==> src/rtl/ps2_pkg.sv <==
// Shared types and constants for the PS/2 host transmitter and receiver.
package ps2_pkg;

  typedef enum logic [2:0] {
    IDLE,
    INHIBIT,
    REQ,
    START,
    BITS,
    WAIT_IDLE,
    ERR
  } ps2_tx_state_e;

  localparam logic [7:0] PS2_CMD_SET_LEDS = 8'hED;
  localparam logic [7:0] PS2_CMD_ENABLE   = 8'hF4;
  localparam logic [7:0] PS2_CMD_RESET    = 8'hFF;
  localparam logic [7:0] PS2_ACK          = 8'hFA;

  // bit_cnt value once the stop bit is on the line; the next edge is the ACK.
  localparam logic [3:0] PS2_LAST_BIT = 4'd9;

  // {stop, odd parity, data}; the start bit is driven separately.
  function automatic logic [9:0] ps2_frame(input logic [7:0] data);
    return {1'b1, ~^data, data};
  endfunction

endpackage

==> src/rtl/ps2_line_sync.sv <==
// Two-flop synchroniser for the PS/2 clock and data lines plus a clock
// falling-edge detector; usable by both the transmitter and the receiver.
module ps2_line_sync (
  input  logic clk,
  input  logic rst,
  input  logic clk_async,
  input  logic data_async,
  output logic clk_sync,
  output logic data_sync,
  output logic fe
);

  logic clk_p0, clk_p1, clk_p2;
  logic data_p0, data_p1;

  // Idle lines are high, so every stage resets to 1 to avoid a false edge.
  always_ff @(posedge clk) begin
    if (rst) begin
      clk_p0  <= 1'b1;
      clk_p1  <= 1'b1;
      clk_p2  <= 1'b1;
      data_p0 <= 1'b1;
      data_p1 <= 1'b1;
    end else begin
      clk_p0  <= clk_async;
      clk_p1  <= clk_p0;
      clk_p2  <= clk_p1;
      data_p0 <= data_async;
      data_p1 <= data_p0;
    end
  end

  assign clk_sync  = clk_p1;
  assign data_sync = data_p1;
  assign fe        = clk_p2 & ~clk_p1;

endmodule

==> src/rtl/ps2_host_tx.sv <==
// PS/2 host-to-device command transmitter: inhibit, request-to-send, shifts
// the frame on device clock falling edges, checks the ACK and waits for idle.
module ps2_host_tx
  import ps2_pkg::*;
#(
  parameter int unsigned INHIBIT_CYCLES = 6000,
  parameter int unsigned REQ_CYCLES     = 100,
  parameter int unsigned START_TIMEOUT  = 750000,
  parameter int unsigned FRAME_TIMEOUT  = 100000
) (
  input  logic       clk,
  input  logic       rst,
  input  logic       ps2_clk_async,
  input  logic       ps2_data_async,
  output logic       ps2_clk_oe,
  output logic       ps2_data_oe,
  input  logic [7:0] tx_data,
  input  logic       tx_valid,
  output logic       tx_ready,
  output logic       tx_done,
  output logic       tx_err,
  output logic       busy
);

  localparam int unsigned MAX_A   = (INHIBIT_CYCLES > REQ_CYCLES) ? INHIBIT_CYCLES : REQ_CYCLES;
  localparam int unsigned MAX_B   = (START_TIMEOUT > FRAME_TIMEOUT) ? START_TIMEOUT : FRAME_TIMEOUT;
  localparam int unsigned MAX_CYC = (MAX_A > MAX_B) ? MAX_A : MAX_B;
  localparam int          CNT_W   = $clog2(MAX_CYC + 1);

  ps2_tx_state_e    state, state_nxt;
  logic [CNT_W-1:0] cnt, cnt_nxt;
  logic [3:0]       bit_cnt, bit_cnt_nxt;
  logic [9:0]       shift, shift_nxt;
  logic             data_oe_r, data_oe_nxt;
  logic             clk_sync, data_sync, fe;

  ps2_line_sync u_sync (
    .clk        (clk),
    .rst        (rst),
    .clk_async  (ps2_clk_async),
    .data_async (ps2_data_async),
    .clk_sync   (clk_sync),
    .data_sync  (data_sync),
    .fe         (fe)
  );

  always_ff @(posedge clk) begin
    if (rst) begin
      state   <= IDLE;
      cnt     <= '0;
      bit_cnt <= '0;
    end else begin
      state   <= state_nxt;
      cnt     <= cnt_nxt;
      bit_cnt <= bit_cnt_nxt;
    end
  end

  // Frame payload only matters inside START/BITS, so it carries no reset.
  always_ff @(posedge clk) begin
    shift     <= shift_nxt;
    data_oe_r <= data_oe_nxt;
  end

  always_comb begin
    state_nxt   = state;
    cnt_nxt     = cnt + 1'b1;
    bit_cnt_nxt = bit_cnt;
    shift_nxt   = shift;
    data_oe_nxt = data_oe_r;
    ps2_clk_oe  = 1'b0;
    ps2_data_oe = 1'b0;
    tx_ready    = 1'b0;
    tx_done     = 1'b0;
    tx_err      = 1'b0;
    case (state)
      IDLE: begin
        tx_ready = 1'b1;
        cnt_nxt  = '0;
        if (tx_valid) begin
          shift_nxt = ps2_frame(tx_data);
          state_nxt = INHIBIT;
        end
      end
      INHIBIT: begin
        ps2_clk_oe = 1'b1;
        if (cnt == CNT_W'(INHIBIT_CYCLES - 1)) begin
          cnt_nxt   = '0;
          state_nxt = REQ;
        end
      end
      REQ: begin
        ps2_clk_oe  = 1'b1;
        ps2_data_oe = 1'b1;
        if (cnt == CNT_W'(REQ_CYCLES - 1)) begin
          cnt_nxt   = '0;
          state_nxt = START;
        end
      end
      START: begin
        ps2_data_oe = 1'b1;
        // An edge arriving on the timeout cycle still wins.
        if (fe) begin
          cnt_nxt     = '0;
          bit_cnt_nxt = '0;
          data_oe_nxt = ~shift[0];
          state_nxt   = BITS;
        end else if (cnt == CNT_W'(START_TIMEOUT - 1)) begin
          state_nxt = ERR;
        end
      end
      BITS: begin
        ps2_data_oe = data_oe_r;
        if (fe) begin
          if (bit_cnt == PS2_LAST_BIT) begin
            state_nxt = data_sync ? ERR : WAIT_IDLE;
          end else begin
            bit_cnt_nxt = bit_cnt + 1'b1;
            data_oe_nxt = ~shift[1];
            shift_nxt   = {1'b1, shift[9:1]};
          end
        end else if (cnt == CNT_W'(FRAME_TIMEOUT - 1)) begin
          state_nxt = ERR;
        end
      end
      WAIT_IDLE: begin
        if (clk_sync && data_sync) begin
          tx_done   = 1'b1;
          state_nxt = IDLE;
        end else if (cnt == CNT_W'(FRAME_TIMEOUT - 1)) begin
          state_nxt = ERR;
        end
      end
      ERR: begin
        tx_err    = 1'b1;
        state_nxt = IDLE;
      end
      default: state_nxt = IDLE;
    endcase
  end

  assign busy = (state != IDLE);

endmodule

==> config.mk <==
export PLATFORM = sky130hd
export DESIGN_NAME = ps2_host_tx
export DESIGN_NICKNAME = d
export VERILOG_FILES = /design/src/rtl/ps2_pkg.sv /design/src/rtl/ps2_line_sync.sv /design/src/rtl/ps2_host_tx.sv
export SDC_FILE = /design/constraint.sdc
export NUM_CORES = 1
export LEC_CHECK = 0
export ABC_CLOCK_PERIOD_IN_PS = 2150
export CAP_MARGIN = 20
export CORE_MARGIN = 2
export CORE_UTILIZATION = 25
export CTS_CLUSTER_SIZE = 28
export DETAILED_ROUTE_END_ITERATION = 6
export PLACE_DENSITY_LB_ADDON = 0.08
export SETUP_SLACK_MARGIN = 0.2
export SLEW_MARGIN = 20
export SYNTH_ARGS = -nofsm -noshare
export SYNTH_HDL_FRONTEND = slang
export SYNTH_HIERARCHICAL = 1
export SYNTH_SLANG_ARGS = --single-unit
==> constraint.sdc <==
create_clock -name clk -period 2.15 [get_ports clk]
set_input_delay 0.43 -clock clk [delete_from_list [all_inputs] [get_ports clk]]
set_output_delay 0.43 -clock clk [all_outputs]
set_load 0.02 [all_outputs]
==> Flow_metrics.wiki, run 1 <==
{| class="wikitable"
! Metric !! Value
|-
| Run status || complete, no violations
|-
| Detailed Route WL || between 5000 and 6000 µm
|-
| Horizontal die dimension || 98.1 µm
|-
| Number of diodes added for antenna fixing || 0
|-
| Endpoint of the worst hold path || u_sync/data_sync$_SDFF_PP1_
|-
| Number of instances in the placed design || between 300 and 400
|-
| Antenna violations before repair || 0
|-
| Global-route wire length before repair || 8250 µm
|-
| Unrepaired setup endpoints after global routing || yes
|-
| Final sum of negative setup slack || 0 ns
|-
| Clock latency on the worst-skew pair || 0.30 ns
|-
| Endpoint kind of the worst setup timing path || register
|-
| Post-synthesis net count || 254
|-
| Worst slack at placement || 0.0257 ns
|-
| Cells after synthesis || 238
|-
| Initial core utilization || 0.255
|-
| Peak VDD IR || 296 µV
|-
| Synthesis Warnings || 6
|-
| Largest buffer count on any clock path || 2
|-
| Power density cells || 783 nW/µm²
|-
| Length of the first detailed-routing pass in iterations || 4
|-
| Tmin final || 2.09 ns
|-
| CP Class || reg2reg
|-
| Die Footprint || between 9000 and 10,000 µm²
|-
| Area of all placed cells without fillers || roughly 2900 µm²
|-
| Htree depth || 2
|-
| Most used flip-flop cell after synthesis || sky130_fd_sc_hd__dfxtp_1
|-
| Crit path arrival time || 2.28 ns
|-
| Vertical die dimension || 98.1 µm
|-
| Final Wtd Congestion || a little over 0.7
|-
| Clk pin slew, worst setup/hold paths || ~0.09 ns
|-
| Clk root buf || sky130_fd_sc_hd__clkbuf_8
|-
| Number of nets still failing antenna checks after routing || 0
|-
| Launch instance of the worst min-delay path || u_sync/data_p0$_SDFF_PP1_
|-
| Post-synth cell types || 46
|-
| Total DRC errors in the routed layout || 0
|-
| Total of max-cap violations || 0
|-
| GRT Resource Usage Total || 0.105
|-
| Most congested layer reported by global routing || met2
|-
| Count of non-filler cells in the finished layout || 389
|-
| Final-report max-slew violation count || 0
|-
| FF-to-FF path depth || 8
|-
| Met2 Usage GRT || 0.159
|-
| Critical Path Fanout Max || 10
|-
| Number of ports placed on the die boundary || 19
|-
| Number of enable flip-flop cells after synthesis || 10
|-
| Number of rows in the core area || 34
|-
| Endpoint of the worst-slack reg-to-reg timing path || cnt[11]$_SDFF_PP0_
|-
| GRT met1 Usage || 0.152
|-
| Post-synthesis to final-layout area growth || 31.3%
|-
| WL/cell || 13.1 µm
|-
| CTS sink count || 42
|-
| Maximum number of pins on one net before global-route repair || 18
|-
| Gr ovfl total || 0
|-
| Leak || 0.00104 µW
|-
| Final design utilization || 0.335
|-
| Met3 usage || 0.0200
|-
| Final critical-path setup slack || 0.0587 ns
|-
| Cell depth of the worst min-delay path || 1
|-
| Reg-to-reg slack, setup || 0.06 ns
|-
| Register bit count reported by yosys || 42
|-
| CTS tree || yes
|-
| Share of flip-flops with an asynchronous set or reset after synthesis || 0
|-
| Final hold vios || 0
|-
| Total number of nets in the final design || 296
|-
| # setup viols final || 0
|-
| Detailed-route via count || between 1,500 and 2,000
|-
| Clock Skew || 0.0123 ns
|-
| Number of clock buffers inserted by TritonCTS || 5
|-
| Worst r2r src || cnt[11]$_SDFF_PP0_
|-
| Buffers added on ports || 18
|-
| Proportion of synthesized chip area in sequential cells || 0.425
|-
| Portion of the clock cycle consumed by the worst path in the final layout || 0.973
|-
| Area of the placeable core || slightly below 9000 µm²
|-
| Total half-perimeter wirelength after legalization and detailed placement || 3540 µm
|-
| Mean cell area of the mapped netlist || between 9 and 10 µm²
|-
| CP startpoint kind || register
|-
| Vias in the first global route || 1,681
|-
| Placement Cell Area || 2630 µm²
|-
| Number of buffers inserted by hold repair at cts || 0
|-
| Type of the tightest min-delay check || reg2reg
|-
| Cell area after synthesis || 2220 µm²
|-
| Iteration-0 DRC count of the detailed router || 55
|-
| Slew of the pin with the lowest slew margin || just under 0.4 ns
|-
| Data required, critical path || around 2.3 ns
|-
| Detailed-route vias per instance || 4.50
|-
| Ratio of cells with drive above 1 in the final layout || 0.295
|-
| Highest achievable clock rate || 478 MHz
|-
| Max-Slew Margin vs Limit || 0.736
|}
-- critical path, cell delays in order (launching register included) --
cell                      delay, ns
sky130_fd_sc_hd__dfxtp_2       0.35
sky130_fd_sc_hd__or4_4         0.55
sky130_fd_sc_hd__nor3_4        0.19
sky130_fd_sc_hd__nor4_2        0.06
sky130_fd_sc_hd__a211o_2       0.30
sky130_fd_sc_hd__o31ai_4       0.21
sky130_fd_sc_hd__buf_4         0.16
sky130_fd_sc_hd__buf_12        0.12
sky130_fd_sc_hd__nor2_1        0.05
-- flip-flops by register name (all words and copies together), names as in the netlist --
register / cells
state: 3
u_sync/data_sync: 1
cnt: 20
u_sync/clk_p0: 1
shift: 9
data_oe_r: 1
u_sync/clk_p2: 1
bit_cnt: 4
u_sync/data_p0: 1
u_sync/clk_sync: 1
-- placed cells by master (no fill, tap or decap), types with 3 or more instances in the layout --
master and instances:
sky130_fd_sc_hd__xnor2_1 17, sky130_fd_sc_hd__nor2_1 27, sky130_fd_sc_hd__mux2_2 9, sky130_fd_sc_hd__nand3_1 15
sky130_fd_sc_hd__a21oi_1 5, sky130_fd_sc_hd__nand4_1 4, sky130_fd_sc_hd__inv_1 8, sky130_fd_sc_hd__nor4_1 3
sky130_fd_sc_hd__nor2_2 4, sky130_fd_sc_hd__dfxtp_1 25, sky130_fd_sc_hd__dfxtp_2 7, sky130_fd_sc_hd__nand2_1 14
sky130_fd_sc_hd__nor2_4 5, sky130_fd_sc_hd__xor2_1 11, sky130_fd_sc_hd__dlygate4sd2_1 3, sky130_fd_sc_hd__o21ai_0 5
sky130_fd_sc_hd__clkdlybuf4s50_1 12, sky130_fd_sc_hd__edfxtp_1 10, sky130_fd_sc_hd__or2_1 5, sky130_fd_sc_hd__nand3b_1 3
sky130_fd_sc_hd__clkbuf_8 5, sky130_fd_sc_hd__nor3_1 5, sky130_fd_sc_hd__buf_4 23, sky130_fd_sc_hd__nand2b_1 3
-- stage by stage --
stage / total power [µW] / hold WS [ns]
floorplan: 1350 / 0.383
global placement: 1600 / 0.392
detailed placement: 1590 / 0.392
CTS: 2220 / 0.416
global route: 2410 / 0.427
finish: 2280 / 0.410
-- cell usage after synthesis (all sizes together) (3+ instances only) --
cell type,count,area (µm²)
a21oi,5,25.0
and3,4,27.5
buf,5,48.8
clkbuf,7,56.3
dfxtp,32,641
edfxtp,10,300
ha,3,37.5
inv,8,30.0
mux2,9,101
nand2,14,52.6
nand2b,3,18.8
nand3,15,75.1
nand3b,3,22.5
nand4,4,25.0
nor2,36,135
nor2b,3,18.8
nor3,7,40.0
nor4,4,25.0
o21ai,5,25.0
or2,5,31.3
or3,4,26.3
xnor2,17,149
xor2,11,96.3
-- routing by layer --
| layer | vias up | wire, µm | part of all wire |
|---|---|---|---|
| met5 | - | 0 | 0 |
| li1 | 912 | - | - |
| met4 | 0 | 52 | 0.010 |
| met3 | 6 | 140 | 0.028 |
| met1 | 808 | 2610 | 0.51 |
| met2 | 24 | 2280 | 0.45 |
-- how the worst max path moves through the flow --
stage | from | endpoint | cells after the start
after global routing | cnt[8]$_SDFF_PP0_ | cnt[11]$_SDFF_PP0_ | 8
after floorplan | cnt[0]$_SDFF_PP0_ | cnt[2]$_SDFF_PP0_ | 8
after detailed placement | cnt[1]$_SDFF_PP0_ | cnt[11]$_SDFF_PP0_ | 8
after CTS | cnt[11]$_SDFF_PP0_ | cnt[11]$_SDFF_PP0_ | 8
final | cnt[11]$_SDFF_PP0_ | cnt[11]$_SDFF_PP0_ | 8
after global placement | cnt[9]$_SDFF_PP0_ | cnt[5]$_SDFF_PP0_ | 9
-- area by class of cell --
class                   count  area (µm²)
fillers                   944        5770
multi-input cells         176        1240
flip-flops and latches     42         950
repair buffers             47         459
well taps                 108         135
clock buffers               5        68.8
inverters                   8        30.0
clock inverters             3        23.8
-- power breakdown --
part | total [µW] | switching (µW) | internal (µW)
registers | 914 | 28.2 | 886
clock network | 540 | 307 | 233
logic | 824 | 422 | 402
-- kinds of logic after synthesis --
group                      after synthesis  share of synthesized area
and+or+nand+nor                        111                      0.260
AOI/OAI and AO/OA                       23                     0.0723
DFF                                     42                      0.425
muxes                                   11                     0.0548
xor gates and xnor gates                28                      0.111
buffers and inverters                   20                     0.0610
adders and majority gates                3                     0.0169
-- what timing repair did --
action | CTS | global route
gates resized for setup | 17 | 28
pin swaps | 2 | 7
endpoints found under the setup margin | 30 | 31
setup buffers | 4 | 1
cloned | 1 | 1
No activity file was read; power rests on OpenSTA's default activity.
==> inputs of run 2 (changes only) <==
Settings changed: SETUP_SLACK_MARGIN 0.2 to 0.5.
==> Flow_metrics.wiki, run 2 (synthesis results as in run 1) <==
{| class="wikitable"
! Metric !! Value
|-
| Run status || complete, no violations (unchanged)
|-
| Endpoint of the worst-slack reg-to-reg timing path || cnt[8]$_SDFF_PP0_ (was cnt[11]$_SDFF_PP0_)
|-
| Flip-flop count of the largest register after layout || 20 (unchanged)
|-
| Portion of the clock cycle consumed by the worst path in the final layout || 0.947 (was 0.973)
|-
| Clk pin slew, worst setup/hold paths || 0.09 ns (about the same)
|-
| Top library cells by usage in the layout, fill and taps aside || 32 x sky130_fd_sc_hd__nor2_1, 31 x sky130_fd_sc_hd__buf_4, 25 x sky130_fd_sc_hd__dfxtp_1 (was 27 x sky130_fd_sc_hd__nor2_1, 25 x sky130_fd_sc_hd__dfxtp_1, 23 x sky130_fd_sc_hd__buf_4)
|-
| Area of all placed cells without fillers || 3190 µm² (was 2910 µm²)
|-
| CP Class || reg2reg (unchanged)
|-
| Max-Slew Margin vs Limit || 0.780 (was 0.736)
|-
| Count of filler cells inserted in the layout || 886 (was 944)
|-
| GRT Resource Usage Total || 0.116 (was 0.105)
|-
| Final hold vios || 0 (unchanged)
|-
| Clock latency on the worst-skew pair || 0.29 ns (was 0.30 ns)
|-
| Cell with the largest stage delay on the worst path || sky130_fd_sc_hd__or4_4 (unchanged)
|-
| Most flops, register || cnt (unchanged)
|-
| Leak || 0.00118 µW (was 0.00104 µW)
|-
| Detailed-route via count || 1,839 (was 1,750)
|-
| CP dominant cell by count || sky130_fd_sc_hd__buf_6
|-
| Crit path cell chain || or4_4, nor3_4, nor4_1, a211o_2, o31ai_4, buf_6, buf_6, nor2_1 (was or4_4, nor3_4, nor4_2, a211o_2, o31ai_4, buf_4, buf_12, nor2_1)
|-
| Initial core utilization || 0.255 (unchanged)
|-
| Endpoint kind of the worst setup timing path || register (unchanged)
|-
| CP startpoint kind || register (unchanged)
|-
| Crit path arrival time || 2.22 ns (was 2.28 ns)
|-
| Slew of the pin with the lowest slew margin || 0.327 ns (was 0.394 ns)
|-
| Vias in the first global route || 1,902 (was 1,681)
|-
| CP Buf/Inv Count || 2 (unchanged)
|-
| Number of instances in the placed design || 374 (unchanged)
|-
| Length of the first detailed-routing pass in iterations || 4 (unchanged)
|-
| Total number of nets in the final design || 315 (was 296)
|-
| Area of the placeable core || 8680 µm² (unchanged)
|-
| Count of non-filler cells in the finished layout || 408 (was 389)
|-
| Total DRC errors in the routed layout || 0 (unchanged)
|-
| Highest achievable clock rate || 491 MHz (was 478 MHz)
|-
| Cell depth of the worst min-delay path || 1 (unchanged)
|-
| Most common cell after layout, fill and taps aside || sky130_fd_sc_hd__nor2_1 (unchanged)
|-
| Number of ports placed on the die boundary || 19 (unchanged)
|-
| CTS sink count || 42 (unchanged)
|-
| Power density cells || 782 nW/µm² (was 783 nW/µm²)
|-
| Vertical die dimension || 98.1 µm (unchanged)
|-
| Buffers added on ports || 18 (unchanged)
|-
| Number of diodes added for antenna fixing || 0 (unchanged)
|-
| Post-synthesis to final-layout area growth || 43.9% (was 31.3%)
|-
| Total half-perimeter wirelength after legalization and detailed placement || 3770 µm (was 3540 µm)
|-
| Tmin final || 2.04 ns (was 2.09 ns)
|-
| Antenna violations before repair || 0 (unchanged)
|-
| FF-to-FF path depth || 8 (unchanged)
|-
| CTS tree || yes (unchanged)
|-
| Total of max-cap violations || 0 (unchanged)
|-
| Launch instance of the worst min-delay path || u_sync/data_p0$_SDFF_PP1_ (unchanged)
|-
| Placement Cell Area || 2660 µm² (was 2630 µm²)
|-
| Clk root buf || sky130_fd_sc_hd__clkbuf_8 (unchanged)
|-
| Detailed-route vias per instance || 4.51 (was 4.50)
|-
| Peak VDD IR || 287 µV (was 296 µV)
|-
| Clock Skew || 0.0125 ns (was 0.0123 ns)
|-
| Worst hold margin || 0.408 ns (was 0.410 ns)
|-
| Die Footprint || 9630 µm² (unchanged)
|-
| Endpoint of the worst hold path || u_sync/data_sync$_SDFF_PP1_ (unchanged)
|-
| Registers with the most flip-flops || cnt: 20 flops, shift: 9 flops, bit_cnt: 4 flops (unchanged)
|-
| WL/cell || 13.0 µm (was 13.1 µm)
|-
| Type of the tightest min-delay check || reg2reg (unchanged)
|-
| Largest buffer count on any clock path || 2 (unchanged)
|-
| Global-route wire length before repair || 9100 µm (was 8250 µm)
|-
| Htree depth || 2 (unchanged)
|-
| Worst stage delay on the critical path || 0.56 ns (was 0.55 ns)
|-
| Number of clock buffers inserted by TritonCTS || 5 (unchanged)
|-
| Reg-to-reg slack, setup || 0.11 ns (was 0.06 ns)
|-
| Number of nets still failing antenna checks after routing || 0 (unchanged)
|-
| Worst r2r src || cnt[9]$_SDFF_PP0_ (was cnt[11]$_SDFF_PP0_)
|-
| Number of rows in the core area || 34 (unchanged)
|-
| Detailed Route WL || 5310 µm (was 5090 µm)
|-
| Iteration-0 DRC count of the detailed router || 31 (was 55)
|-
| Ratio of cells with drive above 1 in the final layout || 0.377 (was 0.295)
|-
| Worst slack at placement || -0.00889 ns (was 0.0257 ns)
|-
| # setup viols final || 0 (unchanged)
|-
| Final sum of negative setup slack || 0 ns (unchanged)
|-
| Final critical-path setup slack || 0.114 ns (was 0.0587 ns)
|-
| Gr ovfl total || 0 (unchanged)
|-
| Unrepaired setup endpoints after global routing || yes (unchanged)
|-
| Maximum number of pins on one net before global-route repair || 13 (was 18)
|-
| Data required, critical path || 2.34 ns (about the same)
|-
| Horizontal die dimension || 98.1 µm (unchanged)
|-
| Final Wtd Congestion || 0.749 (was 0.720)
|-
| Critical Path Fanout Max || 5 (was 10)
|-
| Cell class contributing the biggest share of worst-path delay || simple AND/OR/NAND/NOR gates (unchanged)
|-
| Final-report max-slew violation count || 0 (unchanged)
|}
## run 2: changes by cell type in the layout (fill, tap and decap cells not counted), sizes merged
cell	change
buf	+26
dlygate4sd2	-3
clkdlybuf4s15	-2
clkinvlp	-2
clkbuf	+1
inv	-1
## run 2: power breakdown
group / internal (µW) / switching, µW / leakage (µW)
Sequential: 891 / 37.2 / 0.000359
Clock: 325 / 268 / 0.0000575
Combinational: 524 / 448 / 0.000768
## run 2: worst max path at each step
stage | depth (start not counted) | to | start
after floorplan | 8 | cnt[2]$_SDFF_PP0_ | cnt[0]$_SDFF_PP0_
after global placement | 8 | cnt[19]$_SDFF_PP0_ | cnt[1]$_SDFF_PP0_
after detailed placement | 8 | cnt[16]$_SDFF_PP0_ | cnt[1]$_SDFF_PP0_
after CTS | 6 | state[0]$_SDFFE_PP0P_ | cnt[15]$_SDFF_PP0_
after global routing | 8 | cnt[6]$_SDFF_PP0_ | cnt[9]$_SDFF_PP0_
final | 8 | cnt[8]$_SDFF_PP0_ | cnt[9]$_SDFF_PP0_
## run 2: what timing repair did
action / 4_1_cts / 5_1_grt
gates cloned: 2 / 0
endpoints found under the setup margin: 43 / 43
pin swaps: 6 / 10
setup buffers: 17 / 7
hold buffers: 0 / 0
gates resized for setup: 57 / 37
## run 2: final cells by class
class | instances | area (µm²) | share of cell area
Timing Repair Buffer | 66 | 633 | 0.199
Sequential cell | 42 | 960 | 0.301
Multi-Input combinational cell | 176 | 1320 | 0.413
Clock buffer | 8 | 110 | 0.0345
Inverter | 8 | 32.5 | 0.0102
Tap cell | 108 | 135 | 0.0424
## run 2: per-layer routing
metal	vias up	track usage	routed length, µm	part of all wire
met1	873	0.145	2520	0.48
met4	0	0.0337	49	0.0092
met2	17	0.198	2590	0.49
li1	944	-	-	-
met5	-	0	0	0
met3	5	0.0279	141	0.027
## run 2: through the flow
| step | power, µW | utilization |
|---|---|---|
| after global placement | 1590 | 0.306 |
| after CTS | 2400 | 0.347 |
| after floorplan | 1360 | - |
| after detailed placement | 1580 | 0.306 |
| after global routing | 2650 | 0.367 |
| final | 2490 | 0.367 |
==> inputs of run 3 (changes only) <==
Settings changed: CORE_ASPECT_RATIO set to 0.75, SLEW_MARGIN 20 to not set.
==> Flow_metrics.wiki, run 3 (synthesis results as in run 1) <==
{| class="wikitable"
! Metric !! Value
|-
| Run status || complete, no violations (unchanged)
|-
| Global-route wire length before repair || 8740 µm (was 9100 µm)
|-
| Most flops, register || cnt (unchanged)
|-
| Endpoint kind of the worst setup timing path || register (unchanged)
|-
| Registers with the most flip-flops || cnt: 20 flops, shift: 9 flops, bit_cnt: 4 flops (unchanged)
|-
| Clk pin slew, worst setup/hold paths || 0.06 ns (was 0.09 ns)
|-
| Area of the placeable core || 8530 µm² (was 8680 µm²)
|-
| Post-synthesis to final-layout area growth || 49.2% (was 43.9%)
|-
| Top library cells by usage in the layout, fill and taps aside || 40 x sky130_fd_sc_hd__buf_4, 33 x sky130_fd_sc_hd__nor2_1, 26 x sky130_fd_sc_hd__dfxtp_1 (was 32 x sky130_fd_sc_hd__nor2_1, 31 x sky130_fd_sc_hd__buf_4, 25 x sky130_fd_sc_hd__dfxtp_1)
|-
| Final-report max-slew violation count || 0 (unchanged)
|-
| GRT Resource Usage Total || 0.114 (was 0.116)
|-
| FF-to-FF path depth || 8 (unchanged)
|-
| Final Wtd Congestion || 0.830 (was 0.749)
|-
| Total number of nets in the final design || 323 (was 315)
|-
| Antenna violations before repair || 0 (unchanged)
|-
| Total of max-cap violations || 0 (unchanged)
|-
| Final sum of negative setup slack || 0 ns (unchanged)
|-
| Ratio of cells with drive above 1 in the final layout || 0.380 (was 0.377)
|-
| Length of the first detailed-routing pass in iterations || 4 (unchanged)
|-
| Vias in the first global route || 1,682 (was 1,902)
|-
| Final hold vios || 0 (unchanged)
|-
| Flip-flop count of the largest register after layout || 20 (unchanged)
|-
| Final design utilization || 0.388 (was 0.367)
|-
| Initial core utilization || 0.260 (was 0.255)
|-
| CP Launch Point || cnt[9]$_SDFF_PP0_ (unchanged)
|-
| Slew of the pin with the lowest slew margin || 0.334 ns (was 0.327 ns)
|-
| # setup viols final || 0 (unchanged)
|-
| Number of rows in the core area || 29 (was 34)
|-
| Worst r2r src || cnt[9]$_SDFF_PP0_ (unchanged)
|-
| Detailed-route via count || 1,851 (was 1,839)
|-
| Iteration-0 DRC count of the detailed router || 91 (was 31)
|-
| Die Footprint || 9640 µm² (was 9630 µm²)
|-
| Crit path arrival time || 2.21 ns (was 2.22 ns)
|-
| Number of diodes added for antenna fixing || 0 (unchanged)
|-
| Most common cell after layout, fill and taps aside || sky130_fd_sc_hd__buf_4 (was sky130_fd_sc_hd__nor2_1)
|-
| Total half-perimeter wirelength after legalization and detailed placement || 3740 µm (was 3770 µm)
|-
| Data required, critical path || 2.32 ns (was 2.34 ns)
|-
| Placement Cell Area || 2680 µm² (was 2660 µm²)
|-
| Number of nets still failing antenna checks after routing || 0 (unchanged)
|-
| CP Class || reg2reg (unchanged)
|-
| Capturing instance or port of the critical path || cnt[8]$_SDFF_PP0_ (unchanged)
|-
| Portion of the clock cycle consumed by the worst path in the final layout || 0.949 (was 0.947)
|-
| Detailed Route WL || 5580 µm (was 5310 µm)
|-
| Total Power Consumption || 2890 µW (was 2490 µW)
|-
| Max-Slew Margin vs Limit || 0.775 (was 0.780)
|-
| Power density cells || 875 nW/µm² (was 782 nW/µm²)
|-
| WL/cell || 13.4 µm (was 13.0 µm)
|-
| Clock Skew || 0.00583 ns (was 0.0125 ns)
|-
| Htree depth || 2 (unchanged)
|-
| Vertical die dimension || 85.5 µm (was 98.1 µm)
|-
| Type of the tightest min-delay check || reg2reg (unchanged)
|-
| Gr ovfl total || 0 (unchanged)
|-
| Largest buffer count on any clock path || 2 (unchanged)
|-
| Buffers added on ports || 18 (unchanged)
|-
| Tmin final || 2.04 ns (about the same)
|-
| Unrepaired setup endpoints after global routing || yes (unchanged)
|-
| Detailed-route vias per instance || 4.45 (was 4.51)
|-
| Worst hold margin || 0.406 ns (was 0.408 ns)
|-
| CTS tree || yes (unchanged)
|-
| Number of clock buffers inserted by TritonCTS || 5 (unchanged)
|-
| Clock latency on the worst-skew pair || 0.28 ns (was 0.29 ns)
|-
| Highest achievable clock rate || 490 MHz (was 491 MHz)
|-
| Number of ports placed on the die boundary || 19 (unchanged)
|-
| Leak || 0.00126 µW (was 0.00118 µW)
|-
| Area of all placed cells without fillers || 3310 µm² (was 3190 µm²)
|-
| Maximum number of pins on one net before global-route repair || 14 (was 13)
|-
| Endpoint of the worst-slack reg-to-reg timing path || cnt[8]$_SDFF_PP0_ (unchanged)
|-
| Clk root buf || sky130_fd_sc_hd__clkbuf_16 (was sky130_fd_sc_hd__clkbuf_8)
|-
| CTS sink count || 42 (unchanged)
|-
| Critical Path Fanout Max || 10 (was 5)
|-
| Peak VDD IR || 534 µV (was 287 µV)
|-
| Total DRC errors in the routed layout || 0 (unchanged)
|-
| Reg-to-reg slack, setup || 0.11 ns (about the same)
|-
| CP startpoint kind || register (unchanged)
|-
| Horizontal die dimension || 113 µm (was 98.1 µm)
|-
| Number of buffers inserted by hold repair at cts || 0 (unchanged)
|}
run 3: worst min-delay path by stage:
stage	cells after the start	endpoint	startpoint	slack, ns
final	1	u_sync/data_sync$_SDFF_PP1_	u_sync/data_p0$_SDFF_PP1_	0.41
after global routing	1	u_sync/data_sync$_SDFF_PP1_	u_sync/data_p0$_SDFF_PP1_	0.42
after CTS	1	u_sync/clk_sync$_SDFF_PP1_	u_sync/clk_p0$_SDFF_PP1_	0.41
after detailed placement	1	u_sync/data_sync$_SDFF_PP1_	u_sync/data_p0$_SDFF_PP1_	0.39
after global placement	1	u_sync/data_sync$_SDFF_PP1_	u_sync/data_p0$_SDFF_PP1_	0.39
after floorplan	1	u_sync/data_sync$_SDFF_PP1_	u_sync/data_p0$_SDFF_PP1_	0.38
run 3: report_power, final:
part | switching, µW | internal (µW) | total [µW]
sequential | 32.9 | 893 | 926
clock | 302 | 543 | 845
combinational | 498 | 622 | 1120
total | 833 | 2060 | 2890
run 3: layout make-up:
| cell class | instances | area (µm²) |
|---|---|---|
| clock buffers | 5 | 125 |
| clock inverters | 3 | 40.0 |
| fillers | 876 | 5220 |
| inverters | 8 | 33.8 |
| multi-input cells | 177 | 1320 |
| flip-flops and latches | 42 | 953 |
| well taps | 108 | 135 |
| repair buffers | 73 | 699 |
run 3: layer usage:
metal  up-vias  part of all wire  GRT usage  wire length (µm)
met5         -                 0          0                 0
met4         0            0.0052     0.0266                29
met3         2             0.034     0.0283               189
met2        26              0.39      0.146              2150
met1       864              0.58      0.185              3210
li1        959                 -          -                 -
run 3: critical path, cell delays in order (launching register included):
cell	delay, ns
sky130_fd_sc_hd__dfxtp_2	0.32
sky130_fd_sc_hd__or4_4	0.54
sky130_fd_sc_hd__nor3_2	0.17
sky130_fd_sc_hd__nor4_1	0.07
sky130_fd_sc_hd__a211o_2	0.31
sky130_fd_sc_hd__o31ai_4	0.20
sky130_fd_sc_hd__buf_4	0.16
sky130_fd_sc_hd__buf_12	0.12
sky130_fd_sc_hd__nor2_1	0.05
run 3: per-stage QoR:
stage | std cells | worst slack (ns)
after floorplan | 238 | 0.175
after global placement | 375 | 0.0164
after detailed placement | 375 | 0.00865
after CTS | 401 | 0.0532
after global routing | 416 | 0.0551
final | 416 | 0.109
run 3: what timing repair did:
action | 4_1_cts | 5_1_grt
setup endpoints to repair | 43 | 44
gates cloned | 1 | 1
buffers inserted | 17 | 14
pin swaps | 10 | 13
gates resized for setup | 49 | 36
